==> src/rtl/bitonic_iter_sort8.sv <==
`default_nettype none
// ============================================================================
// Module   : bitonic_iter_sort8
// Purpose  : Iterative 8-element bitonic sorter. A vector is loaded, then one
//            network stage is applied per clock using four shared
//            compare-exchange units. The six-stage result is held until the
//            consumer accepts it.
// Ports    : clk        - clock, rising edge
//            rst        - asynchronous active-high reset
//            in_valid   - input vector offered
//            in_ready   - block can accept a vector (IDLE only)
//            in_data    - 8 x W-bit elements, element e at [e*W +: W]
//            in_desc    - 0 = ascending, 1 = descending, sampled with in_data
//            out_valid  - sorted vector available (DONE only)
//            out_ready  - consumer accepts the vector
//            out_data   - sorted elements, same packing as in_data
// Revision : 1.0 - initial release
// ============================================================================
module bitonic_iter_sort8 #(
    parameter int W = 8
) (
    input  logic           clk,
    input  logic           rst,
    input  logic           in_valid,
    output logic           in_ready,
    input  logic [8*W-1:0] in_data,
    input  logic           in_desc,
    output logic           out_valid,
    input  logic           out_ready,
    output logic [8*W-1:0] out_data
);

    typedef enum logic [1:0] {
        IDLE = 2'd0,
        SORT = 2'd1,
        DONE = 2'd2
    } state_t;

    localparam logic [2:0] c_last_stage = 3'd5;

    state_t         r_state;
    state_t         w_state_nxt;
    logic [2:0]     r_stage;
    logic           r_desc;
    logic [W-1:0]   r_elem     [8];
    logic [W-1:0]   w_elem_nxt [8];
    logic           w_load;
    logic           w_step;

    // Stage parameters (k,j) for the current counter value.
    logic [3:0]     w_k;
    logic [2:0]     w_j;

    // Per-unit compare-exchange results, packed per unit.
    logic [4*3-1:0] w_lo_idx;
    logic [4*3-1:0] w_hi_idx;
    logic [4*W-1:0] w_lo_val;
    logic [4*W-1:0] w_hi_val;

    // ------------------------------------------------------------------
    // FSM: state register
    // ------------------------------------------------------------------
    always_ff @(posedge clk or posedge rst) begin
        if (rst) begin
            r_state <= IDLE;
        end else begin
            r_state <= w_state_nxt;
        end
    end

    // ------------------------------------------------------------------
    // FSM: next state and handshake outputs
    // ------------------------------------------------------------------
    always_comb begin
        w_state_nxt = r_state;
        in_ready    = 1'b0;
        out_valid   = 1'b0;
        w_load      = 1'b0;
        w_step      = 1'b0;
        case (r_state)
            IDLE: begin
                in_ready = 1'b1;
                if (in_valid) begin
                    w_load      = 1'b1;
                    w_state_nxt = SORT;
                end
            end
            SORT: begin
                w_step = 1'b1;
                if (r_stage == c_last_stage) begin
                    w_state_nxt = DONE;
                end
            end
            DONE: begin
                out_valid = 1'b1;
                if (out_ready) begin
                    w_state_nxt = IDLE;
                end
            end
            default: begin
                w_state_nxt = IDLE;
            end
        endcase
    end

    // ------------------------------------------------------------------
    // Stage schedule: (2,1) (4,2) (4,1) (8,4) (8,2) (8,1)
    // ------------------------------------------------------------------
    always_comb begin
        w_k = 4'd8;
        w_j = 3'd1;
        case (r_stage)
            3'd0:    begin w_k = 4'd2; w_j = 3'd1; end
            3'd1:    begin w_k = 4'd4; w_j = 3'd2; end
            3'd2:    begin w_k = 4'd4; w_j = 3'd1; end
            3'd3:    begin w_k = 4'd8; w_j = 3'd4; end
            3'd4:    begin w_k = 4'd8; w_j = 3'd2; end
            default: begin w_k = 4'd8; w_j = 3'd1; end
        endcase
    end

    // ------------------------------------------------------------------
    // Four shared compare-exchange units. Every stage has exactly four
    // pairs (i, i^j) with bit j of i clear; unit u takes the u-th such i,
    // obtained by inserting a zero into u at the bit position of j.
    // ------------------------------------------------------------------
    for (genvar u = 0; u < 4; u++) begin : g_cx
        localparam logic [1:0] c_u = 2'(u);

        logic [2:0]   w_lo;
        logic [2:0]   w_hi;
        logic [W-1:0] w_a;
        logic [W-1:0] w_b;
        logic         w_asc;
        logic         w_swap;

        assign w_lo = (w_j == 3'd1) ? {c_u, 1'b0} :
                      (w_j == 3'd2) ? {c_u[1], 1'b0, c_u[0]} :
                                      {1'b0, c_u};
        assign w_hi = w_lo | w_j;

        assign w_a  = r_elem[w_lo];
        assign w_b  = r_elem[w_hi];

        assign w_asc  = (({1'b0, w_lo} & w_k) == 4'd0) ^ r_desc;
        // Strict compares so that equal elements are never swapped.
        assign w_swap = w_asc ? (w_a > w_b) : (w_a < w_b);

        assign w_lo_idx[u*3 +: 3] = w_lo;
        assign w_hi_idx[u*3 +: 3] = w_hi;
        assign w_lo_val[u*W +: W] = w_swap ? w_b : w_a;
        assign w_hi_val[u*W +: W] = w_swap ? w_a : w_b;
    end

    // The four pairs of a stage are disjoint and cover all eight elements.
    always_comb begin
        w_elem_nxt = r_elem;
        for (int u = 0; u < 4; u++) begin
            w_elem_nxt[w_lo_idx[u*3 +: 3]] = w_lo_val[u*W +: W];
            w_elem_nxt[w_hi_idx[u*3 +: 3]] = w_hi_val[u*W +: W];
        end
    end

    // ------------------------------------------------------------------
    // Datapath registers
    // ------------------------------------------------------------------
    always_ff @(posedge clk or posedge rst) begin
        if (rst) begin
            r_stage <= 3'd0;
            r_desc  <= 1'b0;
            for (int e = 0; e < 8; e++) begin
                r_elem[e] <= '0;
            end
        end else if (w_load) begin
            r_stage <= 3'd0;
            r_desc  <= in_desc;
            for (int e = 0; e < 8; e++) begin
                r_elem[e] <= in_data[e*W +: W];
            end
        end else if (w_step) begin
            r_stage <= r_stage + 3'd1;
            r_elem  <= w_elem_nxt;
        end
    end

    for (genvar e = 0; e < 8; e++) begin : g_pack
        assign out_data[e*W +: W] = r_elem[e];
    end

endmodule
`default_nettype wire
==> config.mk <==
export PLATFORM = sky130hd
export DESIGN_NAME = bitonic_iter_sort8
export DESIGN_NICKNAME = d
export VERILOG_FILES = /design/src/rtl/bitonic_iter_sort8.sv
export SDC_FILE = /design/constraint.sdc
export NUM_CORES = 1
export LEC_CHECK = 0
export CORE_MARGIN = 2
export CORE_UTILIZATION = 45
export DETAILED_ROUTE_END_ITERATION = 10
export GPL_ROUTABILITY_DRIVEN = 0
export PLACE_DENSITY = 0.72
export SYNTH_ARGS = -nofsm -noshare
export SYNTH_HDL_FRONTEND = slang
export SYNTH_SLANG_ARGS = --single-unit
==> constraint.sdc <==
create_clock -name clk -period 12.37 [get_ports clk]
set_input_delay 1.8555 -clock clk [delete_from_list [all_inputs] [get_ports clk]]
set_output_delay 1.8555 -clock clk [all_outputs]
set_load 0.01 [all_outputs]
## Word level (Yosys, flattened, before mapping)

Cells that the tools add are included.

| storage, ports and cells | value |
|---|---|
| memories kept | 0 |
| input port bits | 69 |
| logic and storage cells | 152 |
| bits in registers | 70 |
| latch bits | 0 |
| output and inout port bits | 66 |
| memory bits (writable) | 0 |
| ROM bits | 0 |

| operators by class | value |
|---|---|
| multiply operators | 0 |
| $add $sub $neg | 1 |
| muxes and demuxes | 74 |
| shifts and indexed selects | 0 |
| divide/modulo/power cells | 0 |
| reductions and logical operators | 16 |
| bitwise gates (word level) | 16 |
| eq/ne operators | 12 |
| $lt $le $gt $ge | 22 |

Operator list:

| operator | count |
|---|---|
| 64-bit bitwise mux | 7 |
| 8-bit 2-to-1 mux | 29 |
| 8-bit binary-select mux with 3-bit select | 7 |
| 8-bit demux with 3-bit select | 7 |
| 64-bit 2-to-1 mux | 2 |
| 8-bit > comparator | 4 |
| 8-bit < comparator | 4 |
| 4-bit >= comparator, second input constant | 7 |
| 4-bit by 1-bit < comparator with 1-bit output, second input constant | 7 |
| 3-bit NOT with 4-bit output | 6 |
| 3-bit 2-to-1 mux | 6 |
| 4-bit zero test | 3 |
| 3-bit by 2-bit == test with 1-bit output, second input constant | 3 |
| 1-bit 2-to-1 mux | 9 |
| 3-bit by 4-bit bitwise AND with 4-bit output | 2 |
| 2-bit 2-to-1 mux | 4 |
| 4-bit one-hot mux with 2 select lines | 1 |
| 1-bit logical AND | 7 |
| 3-bit by 1-bit == test with 1-bit output, second input constant | 2 |
| 3-bit == test, second input constant | 2 |
| 2-bit inequality test, second input constant | 3 |
| 3-bit bitwise OR | 2 |
| 2-bit one-hot mux with 3 select lines | 1 |
| 3-bit one-hot mux with 2 select lines | 1 |
| 12 further kinds | 15 |

## Logic depth before layout (Yosys ltp)

| logic depth | value |
|---|---|
| depth in word-level cells | 21 |
| mapped depth | 20 |

## Least setup slack after synthesis

Ideal clock, no wire load.

| timing | value |
|---|---|
| kind | register -> register |
| start point | register r_stage[2] |
| end point | register r_elem (netlist bit out_data[55]) |
| required time | 12239 ps |
| cell stages (with the launch flop) | 20 |
| data arrival time | 4156 ps |
| library setup time | 131 ps |
| path slack | 8083 ps |
| cell sequence | dfrtp_1 -> buf_4 -> inv_1 -> ha_1 -> buf_1 -> clkbuf_1 -> clkbuf_1 -> mux2i_1 -> inv_1 -> ha_1 -> a21oi_1 -> nand2_1 -> a21o_1 -> clkbuf_1 -> o21ai_0 -> clkbuf_1 -> clkbuf_1 -> nand2_1 -> a31oi_1 -> o21ai_0 |

| on the way | value |
|---|---|
| longest elaborated chain between the ends | 21 |

Ends and longest elaborated chain:

| item | line | source |
|---|---|---|
| start, declared | 43 | `logic [2:0] r_stage;` |
| start signal, assigned | 181 | `r_stage <= r_stage + 3'd1;` |
| 3-bit == test / 3-bit by 1-bit == test with 1-bit output (equally long branches) | 112 | `case (r_stage)` |
| 2-bit OR reduction (no line) | n/a |  |
| 3-bit one-hot mux with 2 select lines | 112 |  |
| 3-bit by 1-bit == test with 1-bit output | 137 | `assign w_lo = (w_j == 3'd1) ? {c_u, 1'b0} :` |
| 2-bit 2-to-1 mux | 137 |  |
| 2-bit by 3-bit bitwise OR with 3-bit output | 140 | `assign w_hi = w_lo \| w_j;` |
| 3-bit NOT with 4-bit output (implied by the code) | 143, 160 |  |
| 8-bit binary-select mux with 3-bit select | 143 | `assign w_b = r_elem[w_hi];` |
| (+5 left out) | n/a |  |
| 64-bit bitwise mux | 159 | `w_elem_nxt[w_lo_idx[u*3 +: 3]] = w_lo_val[u*W +: W];` |
| 64-bit bitwise mux | 160 | `w_elem_nxt[w_hi_idx[u*3 +: 3]] = w_hi_val[u*W +: W];` |
| 64-bit bitwise mux | 159 |  |
| 64-bit bitwise mux | 160 |  |
| 64-bit bitwise mux | 159 |  |
| 64-bit bitwise mux (*) | 160 |  |
| 64-bit 2-to-1 mux (*) | 180 | `end else if (w_step) begin` |
| 64-bit 2-to-1 mux (*) | 174 | `end else if (w_load) begin` |
| end signal, assigned by index | 178 | `r_elem[e] <= in_data[e*W +: W];` |
| end signal, assigned | 182 | `r_elem <= w_elem_nxt;` |
| end, declared | 45 | `logic [W-1:0] r_elem [8];` |

Every way passes the cells marked *; elsewhere a longest branch is shown, timed or not. The select of a mux whose other input is x is not followed.
A chain may end at the register's enable or synchronous reset.

## Worst setup path in the final report

| timing | value |
|---|---|
| start point | register r_stage[2] |
| end point | register r_elem (netlist bit out_data[31]) |

Same word-level chain as after synthesis.

==> results.toml <==
[status]
status = "finished, final reports clean"

[die]
die_w_um = 121
start_util = 0.465
rows = 42
num_io_pins = 135
core-area_sq_um = 13300
die_area_sq_um = 14700
dieHeight_um = 121

[setup_path]
worstPathCellList = "inv_1 > ha_2 > buf_4 > nand2b_1 > nand2_1 > nand2_1 > ha_1 > nor2b_1 > o211ai_1 > a21oi_1 > o21ai_1 > and2_1 > a21oi_1 > a222oi_1 > o21ai_0"
rrSetupSlack_ns = 7.31
r2r-end = "out_data[31]"
cp-start-kind = "flip-flop"
crit_start = "r_stage[2]"
slowest_delay_ns = 0.78
cp-end-kind = "flip-flop"
r2r-start = "r_stage[2]"
reg2regPathDepth = 15
worstSetupPathType = "reg -> reg"
cp-endpoint = "out_data[31]"
path_max_fanout = 77
worstPathArrival_ns = 5.29
critPathRequiredTime_ns = 12.59
cpMaxStageDelayCell = "nand2b_1"

[place]
dpl-instance-area_sq_um = 7630
place_hpwl_mm = 16.6
portBuffers = 134
place_inst = 1034

[synthesis]
ys_seq_elements = 70
yosys_warnings = 0
synth-edff-count = 0
yosysSeqAreaShare = 0.282
synth_top_area_frac = 0.282
async_flop_share = 1.00
synth.avg_cell_area_sq_um = 8.06
netlist_instances = 770
synth_top_area_cell = "dfrtp_1"
yosysUniqueCellTypes = 51
syn_nets = 875
synth_top_cells_by_area = "dfrtp_1 (28%), ha_1 (7.3%), mux2i_1 (7.3%), nand2_1 (6.9%), o21ai_0 (5.6%)"
synthFlopType = "dfrtp_1"
synth_area_sq_um = 6200

[clocking]
path_clk_slew_ns = 0.05
clock_latency_ns = 0.36
tritoncts = "done"
ctsResizeCount = 0
post_cts_buffers = 0
cts_buffer_depth = 2
hold_buffers = 0
cts_root_buf = "clkbuf_16"
cts.sinks = 70
htreeDepth = 3
cts_buffers = 9

[detailed_routing]
ant_nets = 0
drt-initial-drc-count = 777
drc = 0
vias = 6814
via_per_inst = 6.49
avgRoutedWirePerCell_um = 22.0
drt_pass1_iterations = 5
wl_mm = 23.1

[timing]
setup-violations-final = 0
max_freq_mhz = 197
slew_headroom = 0.267
fin_crit_sh = 0.409
finalMaxSlewViolations = 0
rsz0062_at_grt = "false"
final_hold_viol_count = 0
fin_worst_skew_ns = 0.00648
tightest_slew_ns = 1.10
final.min_clock_period_ns = 5.06
finalSetupTns_ns = 0

[layout]
layout-drive-gt1-share = 0.0732
area_growth_pct = 27.6
antennaDiodeCount = 0
nFillCells = 1217
final_cells = 1050
final_nets = 974
final_area_sq_um = 7910

[global_route]
grt.overflow.total = 0
grt_antenna_before_repair = 0
grt_max_degree = 78
grt_pass1_wl_mm = 36.1
grt_pass1_vias = 6576
grt_usage = 0.318

[flow_run]
cap_viol_max_count = 0

[hold_path]
holdCritPathClass = "reg -> reg"
==> layout by cell type, fill, tap and decap left out, types with 7 or more instances in the layout <==
master             n
o211ai_1          16
o31ai_1            7
or3_1             16
mux2_2            19
nor2_1            39
a21oi_1           59
o22ai_1           21
nand2_1          114
clkdlybuf4s50_1  134
buf_4             10
a221oi_1          17
o21ai_0           68
mux4_2             8
a22oi_1           16
inv_1             34
mux2i_1           45
nand3_1           11
ha_1              35
dfrtp_1           70
clkbuf_16          9
a31oi_1            9
nor3_1            17
==> logic make-up (layout without fill, tap and decap cells) <==
kind of cell             after synthesis  after routing  share of synthesized area
XOR/XNOR                               6              6                    0.00847
adder cells (fa/ha/maj)               37             37                     0.0744
buffers and inverters                 91            195                     0.0559
AND/OR/NAND/NOR                      232            232                      0.168
multiplexers                          74             74                      0.143
flip-flops                            70             70                      0.282
AO/OA/AOI/OAI                        260            260                      0.268
==> how the worst min path moves through the flow <==
| stage | from | endpoint | slack (ns) | cells after the start |
|---|---|---|---|---|
| detailed placement | out_data[27] | out_data[27] | 0.58 | 2 |
| global placement | r_stage[0] | r_stage[0] | 0.54 | 1 |
| finish | r_stage[0] | r_stage[0] | 0.59 | 1 |
| CTS | r_stage[0] | r_stage[0] | 0.59 | 1 |
| floorplan | r_stage[0] | r_stage[0] | 0.51 | 1 |
| global route | out_data[27] | out_data[27] | 0.62 | 2 |
==> cells in the mapped netlist (5+ instances only) <==
cell	instances
a21o_1	6
a21oi_1	59
a221oi_1	17
a22oi_1	16
a2bb2oi_1	5
a31oi_1	9
and2_1	6
and3_1	5
buf_1	6
clkbuf_1	48
dfrtp_1	70
ha_1	36
inv_1	35
mux2_2	19
mux2i_1	45
mux4_2	8
nand2_1	114
nand2b_1	6
nand3_1	11
nand4_1	6
nor2_1	39
nor2b_1	6
nor3_1	17
o211ai_1	16
o21ai_0	69
o221ai_1	5
o22ai_1	21
o2bb2ai_1	6
o31ai_1	7
or3_1	16
xnor2_1	6
==> worst max-delay path, delay by kind of cell (launching register included) <==
| kind | cells | cell delay (ns) |
|---|---|---|
| compound gates | 6 | 1.41 |
| fa+ha+maj | 2 | 0.41 |
| buf+inv | 2 | 0.72 |
| flops | 1 | 0.48 |
| simple gates | 5 | 1.88 |
==> layer usage <==
layer	vias to the layer above	part of all wire	global-route usage
li1	3048	-	-
met1	3208	0.40	0.433
met2	475	0.45	0.480
met3	83	0.11	0.0681
met4	0	0.042	0.150
met5	-	0	0
==> state kept, by name (all words and copies together) (netlist names) <==
signal and count:
r_state 2, r_stage 3, r_desc 1, out_data 64
==> per-stage QoR <==
step / setup WS (ns) / hold slack, ns / util
2_1_floorplan: 8.08 / 0.515 / -
3_3_place_gp: 7.58 / 0.541 / 0.572
3_5_place_dp: 7.46 / 0.581 / 0.572
4_1_cts: 7.44 / 0.590 / 0.593
5_1_grt: 6.93 / 0.620 / 0.593
6_report: 7.31 / 0.586 / 0.593
==> area by class of cell <==
class                   count  area (sq um)  area share
multi-input cells         609          4110       0.520
flip-flops and latches     70          1750       0.221
repair buffers            144          1420       0.179
clock buffers              16           282      0.0356
well taps                 176           220      0.0278
inverters                  35           131      0.0166
Power is not shown: default switching activity piles up to over one toggle a cycle in this logic, so the estimate is an artifact.
